File: src/rtl/ttl_pkg.sv
// Shared constants and helpers for the 74-family flip-flop bank.
// The J/K_n next-state function mirrors the 74109 truth table.
package ttl_pkg;

    localparam int MODE_D  = 0;
    localparam int MODE_JK = 1;

    localparam int MAX_WIDTH  = 32;
    localparam int MAX_STAGES = 2;

    // 74109: J and active-low K; {j,k_n}=10 toggles, 01 holds
    function automatic logic jk_next(
        input logic q,
        input logic j,
        input logic k_n
    );
        logic nxt;
        nxt = q;
        unique case ({j, k_n})
            2'b00:   nxt = 1'b0;
            2'b01:   nxt = q;
            2'b10:   nxt = ~q;
            2'b11:   nxt = 1'b1;
            default: nxt = q;
        endcase
        return nxt;
    endfunction

endpackage

File: src/rtl/ttl74_bank_sync.sv
// Fixed-depth register chain used to align the TTL inputs.
// With zero stages the input passes straight through.
module ttl_sync_delay #(
    parameter int                 WIDTH   = 4,
    parameter int                 STAGES  = 0,
    parameter logic [WIDTH-1:0]   RST_VAL = '0
) (
    input  logic             clk,
    input  logic             reset,
    input  logic [WIDTH-1:0] data,
    output logic [WIDTH-1:0] delayed
);

    generate
        if (STAGES == 0) begin : g_bypass
            logic unused_ctrl;
            assign unused_ctrl = ^{clk, reset};
            assign delayed = data;
        end else begin : g_chain
            logic [WIDTH-1:0] stage [STAGES];

            always_ff @(posedge clk) begin
                if (reset) begin
                    for (int s = 0; s < STAGES; s++) begin
                        stage[s] <= RST_VAL;
                    end
                end else begin
                    stage[0] <= data;
                    for (int s = 1; s < STAGES; s++) begin
                        stage[s] <= stage[s-1];
                    end
                end
            end

            assign delayed = stage[STAGES-1];
        end
    endgenerate

endmodule

File: src/rtl/ttl74_bank.sv
// Bank of 7474 / 74109 flip-flops emulated on one system clock.
// TTL clock nets are edge-detected by sampling, never used as clocks.
module ttl74_bank
    import ttl_pkg::*;
#(
    parameter int               WIDTH       = 4,
    parameter int               MODE        = MODE_D,
    parameter int               SYNC_STAGES = 0,
    parameter logic [WIDTH-1:0] INIT_Q      = '0
) (
    input  logic             clk,
    input  logic             reset,
    input  logic [WIDTH-1:0] tclk,
    input  logic [WIDTH-1:0] clear_n,
    input  logic [WIDTH-1:0] preset_n,
    input  logic [WIDTH-1:0] d,
    input  logic [WIDTH-1:0] k_n,
    output logic [WIDTH-1:0] q,
    output logic [WIDTH-1:0] q_n,
    output logic [WIDTH-1:0] tick
);

    localparam logic [WIDTH-1:0] ONES  = '1;
    localparam logic [WIDTH-1:0] ZEROS = '0;

    logic [WIDTH-1:0] tclk_s;
    logic [WIDTH-1:0] clear_s;
    logic [WIDTH-1:0] preset_s;
    logic [WIDTH-1:0] d_s;
    logic [WIDTH-1:0] k_n_s;

    logic [WIDTH-1:0] tclk_prev;
    logic [WIDTH-1:0] edge_det;
    logic [WIDTH-1:0] q_state;
    logic [WIDTH-1:0] both_low;

    logic [WIDTH-1:0] state_nxt;
    logic [WIDTH-1:0] low_nxt;
    logic [WIDTH-1:0] tick_nxt;
    logic [WIDTH-1:0] q_nxt;
    logic [WIDTH-1:0] q_n_nxt;

    // Every input group goes through the same depth so they stay aligned
    ttl_sync_delay #(
        .WIDTH(WIDTH), .STAGES(SYNC_STAGES), .RST_VAL(ONES)
    ) u_sync_tclk (
        .clk(clk), .reset(reset), .data(tclk), .delayed(tclk_s)
    );

    ttl_sync_delay #(
        .WIDTH(WIDTH), .STAGES(SYNC_STAGES), .RST_VAL(ONES)
    ) u_sync_clear (
        .clk(clk), .reset(reset), .data(clear_n), .delayed(clear_s)
    );

    ttl_sync_delay #(
        .WIDTH(WIDTH), .STAGES(SYNC_STAGES), .RST_VAL(ONES)
    ) u_sync_preset (
        .clk(clk), .reset(reset), .data(preset_n), .delayed(preset_s)
    );

    ttl_sync_delay #(
        .WIDTH(WIDTH), .STAGES(SYNC_STAGES), .RST_VAL(ZEROS)
    ) u_sync_d (
        .clk(clk), .reset(reset), .data(d), .delayed(d_s)
    );

    ttl_sync_delay #(
        .WIDTH(WIDTH), .STAGES(SYNC_STAGES), .RST_VAL(ZEROS)
    ) u_sync_k (
        .clk(clk), .reset(reset), .data(k_n), .delayed(k_n_s)
    );

    assign edge_det = tclk_s & ~tclk_prev;

    generate
        for (genvar i = 0; i < WIDTH; i++) begin : g_chan
            logic clr;
            logic pre;
            logic fn;

            assign clr = ~clear_s[i];
            assign pre = ~preset_s[i];

            if (MODE == MODE_JK) begin : g_jk
                assign fn = jk_next(q_state[i], d_s[i], k_n_s[i]);
            end else begin : g_d
                assign fn = d_s[i];
            end

            // Clear/preset win over a coincident edge; both-low parks state at 0
            assign low_nxt[i]   = clr & pre;
            assign state_nxt[i] = clr         ? 1'b0 :
                                  pre         ? 1'b1 :
                                  edge_det[i] ? fn   :
                                                q_state[i];
            assign tick_nxt[i]  = ~clr & ~pre & edge_det[i];
        end
    endgenerate

    logic unused_k;
    assign unused_k = ^k_n_s;

    assign q_nxt   = state_nxt | low_nxt;
    assign q_n_nxt = ~state_nxt | low_nxt;

    always_ff @(posedge clk) begin
        if (reset) begin
            tclk_prev <= ONES;
            q_state   <= INIT_Q;
            both_low  <= ZEROS;
            q         <= INIT_Q;
            q_n       <= ~INIT_Q;
            tick      <= ZEROS;
        end else begin
            tclk_prev <= tclk_s;
            q_state   <= state_nxt;
            both_low  <= low_nxt;
            q         <= q_nxt;
            q_n       <= q_n_nxt;
            tick      <= tick_nxt;
        end
    end

endmodule
File: config.mk
export PLATFORM = sky130hd
export DESIGN_NAME = ttl74_bank
export DESIGN_NICKNAME = d
export VERILOG_FILES = /design/src/rtl/ttl_pkg.sv /design/src/rtl/ttl74_bank_sync.sv /design/src/rtl/ttl74_bank.sv
export SDC_FILE = /design/constraint.sdc
export NUM_CORES = 1
export LEC_CHECK = 0
export BUFFER_PORTS_ARGS = -buffer_cell sky130_fd_sc_hd__buf_2
export CAP_MARGIN = 20
export CORE_MARGIN = 4
export CORE_UTILIZATION = 40
export CTS_CLUSTER_SIZE = 16
export DETAILED_ROUTE_END_ITERATION = 10
export PLACE_DENSITY = 0.72
export SLEW_MARGIN = 20
export SYNTH_ARGS = -nofsm -noshare
export SYNTH_HDL_FRONTEND = slang
export SYNTH_SLANG_ARGS = --single-unit
File: constraint.sdc
create_clock -name clk -period 1.5 [get_ports clk]
set_input_delay 0.15 -clock clk [delete_from_list [all_inputs] [get_ports clk]]
set_output_delay 0.15 -clock clk [all_outputs]
set_load 0.05 [all_outputs]
==> reports/qor.csv <==
stage;metric;value;unit
critical_path;cp_max_fo;3;
yosys;synthCells;62;
min_path;hp-class;in2reg;
detailed_routing;wire_per_inst;10.27;µm
power;p_leak;0.4075;nW
detailed_routing;drc;0;
yosys;synth_top_family_by_area;simple AND/OR/NAND/NOR gates;
detailed_routing;dr.first_iter.drc_count;2;
timing;rsz0062_at_grt;false;
yosys;synth_compound_area_share;7.220;%
timing;finalHoldViolCount;0;
yosys;synth-seq-cells;20;
yosys;yosys.area_share.simple;31.77;%
detailed_routing;viasPerCell;4.852;
detailed_routing;antenna_left;0;
min_path;hold_start;tclk[2];
critical_path;rrSetupSlack;0.44;ns
place;dp_hpwl;879.6;µm
die;die_w;49.63;µm
power;power.density;1077;nW/µm²
critical_path;cp-end-kind;flop;
clock_network;hold_buffers;0;
global_routing;grt_pass1_wl;1807;µm
timing;finalSetupViolCount;0;
yosys;synth_xor_area_share;0;%
clock_network;numCtsBuffers;3;
min_path;min_to;tclk_prev[2]$_SDFF_PP1_;
global_routing;grt_pass1_vias;446;
clock_network;cts_root_buf;clkbuf_4;
timing;setup-tns-final;0;ns
clock_network;cts_sinks;20;
timing;fmaxAchievable;941.1;MHz
critical_path;cp.required;1.67;ns
critical_path;start_kind;flop;
die;die_area;2463;µm²
power;total_power;0.9404;mW
place;gp_congestion;0.7063;
job;max_cap_viol_count;0;
timing;drv_slew;0;
power;ir_drop;0.5663;mV
timing;skew;0.0003208;ns
clock_network;tritoncts;done;
timing;relSlewSlack;79.11;%
clock_network;cts_resized;0;
timing;fin_crit_sh;70.84;%
clock_network;clock_latency;0.28;ns
detailed_routing;num_vias;524;
place;port_buffers;29;
detailed_routing;drt-total-wl;1109;µm
yosys;synth_adder_area_share;0;%
global_routing;grt_use_total;9.200;%
critical_path;r2r-start;tclk_prev[0]$_SDFF_PP1_;
yosys;synth_top_area_share;57.76;%
yosys;yosys.area.top_type;dfxtp_1;
die;die_h;49.63;µm
critical_path;cp.arrival;1.23;ns
clock_network;htreeDepth;1;
layout;num_antenna_cells;0;
die;core_area;1577;µm²
critical_path;ff2ff_path_depth;3;
layout;area_delta_synth_final;25.99;%
clock_network;cts_setup_buffers;0;
min_path;hold-path-cell-count;2;
yosys;ys_types;12;
global_routing;grt_antenna_before_repair;0;
yosys;synth_area_leaders;dfxtp_1, a211oi_2, and3b_1, nor4b_1, or3b_1;
critical_path;path_class;reg2reg;
place;placedCellCount;105;
die;start_util;43.97;%
layout;fin_cells;108;
layout;layout-drive-gt1-share;39.13;%
run_status;outcome;completed;
yosys;ys_seq_area_share;57.76;%
timing;timing.final.crit_period;1.063;ns
place;dpl_worst_slack;0.4458;ns
timing;worst_pin_slew;0.3134;ns
clock_network;clk_pin_slew;0.10;ns
clock_network;cts_buffer_depth;2;
global_routing;grt-ovfl-total;0;
layout;fillers;151;
yosys;synthesis.area;693.2;µm²
global_routing;grt_max_degree;21;
yosys;synthMuxAreaShare;0;%
critical_path;r2r_end;q_n[0]$_SDFF_PP1_;
yosys;avgSynthCellArea;11.18;µm²
detailed_routing;dr.pass1.iters;2;
timing;setup_ws;0.4374;ns
yosys;synth_warnings;0;
layout;finalNetCount;116;
die;rows;14;
die;ios;34;
yosys;syn-num-nets;84;
cells in the final DEF, fill, tap and decap left out:
cell	count
a211oi_2	4
and3b_1	4
buf_2	29
clkbuf_4	3
dfxtp_1	20
inv_1	4
nand2b_1	4
nor2_1	4
nor3_1	4
nor3b_1	4
nor4b_1	4
or2_1	4
or3b_1	4
metrics by stage:
step	utilization, %	cell area (µm²)	hold slack (ns)
2_1_floorplan	-	693.2	0.2471
3_3_place_gp	53.97	850.8	0.3586
3_5_place_dp	53.97	850.8	0.3622
4_1_cts	55.40	873.3	0.05717
5_1_grt	55.40	873.3	0.06291
6_report	55.40	873.3	0.06718
cell usage after synthesis:
cell and n:
or3b_1 4, nor3_1 4, inv_1 4, nor4b_1 4, nand2b_1 4, and3b_1 4, dfxtp_1 20, nor3b_1 4
a211oi_2 4, clkbuf_1 2, or2_1 4, nor2_1 4
registers in the layout (all words and copies together) (netlist names):
register	flops
q	4
q_state	4
q_n	4
tclk_prev	4
tick	4
area by class of cell:
type,count,area (µm²),area share [%]
clock buffers,3,22.52,2.579
inverters,4,15.01,1.719
multi-input cells,36,270.3,30.95
flip-flops and latches,20,400.4,45.85
well taps,16,20.02,2.292
repair buffers,29,145.1,16.62
critical path, stage by stage (launching register included):
cell      delay (ns)
dfxtp_1         0.32
and3b_1         0.21
a211oi_2        0.06
or3b_1          0.36
cell families (layout without fill, tap and decap cells):
group | Yosys count | count (layout)
and+or+nand+nor | 32 | 32
DFF | 20 | 20
buffers and inverters | 6 | 36
AOI/OAI and AO/OA | 4 | 4
per-layer routing:
layer / global-route usage, % / part of all wire [%]
met5: 0 / 0
met2: 14.10 / 47
met3: 3.313 / 8.7
met1: 11.44 / 44
met4: 4.147 / 0
worst max-delay path by stage:
stage | from | end | slack, ns | cells after the start
detailed placement | tclk_prev[3]$_SDFF_PP1_ | q_n[3]$_SDFF_PP1_ | 0.45 | 3
floorplan | tclk_prev[0]$_SDFF_PP1_ | q_n[0]$_SDFF_PP1_ | 0.51 | 3
global route | tclk_prev[3]$_SDFF_PP1_ | q_n[3]$_SDFF_PP1_ | 0.38 | 3
global placement | tclk_prev[3]$_SDFF_PP1_ | q_n[3]$_SDFF_PP1_ | 0.48 | 3
finish | tclk_prev[0]$_SDFF_PP1_ | q_n[0]$_SDFF_PP1_ | 0.44 | 3
CTS | tclk_prev[3]$_SDFF_PP1_ | q_n[3]$_SDFF_PP1_ | 0.43 | 3
where the power goes:
group	leakage (nW)	internal (mW)	switching, mW	total, mW
clock network	0.0138	0.0931	0.143	0.236
registers	0.165	0.556	0.00677	0.563
logic	0.229	0.0505	0.0913	0.142
Power figures use the tool's default switching activity.
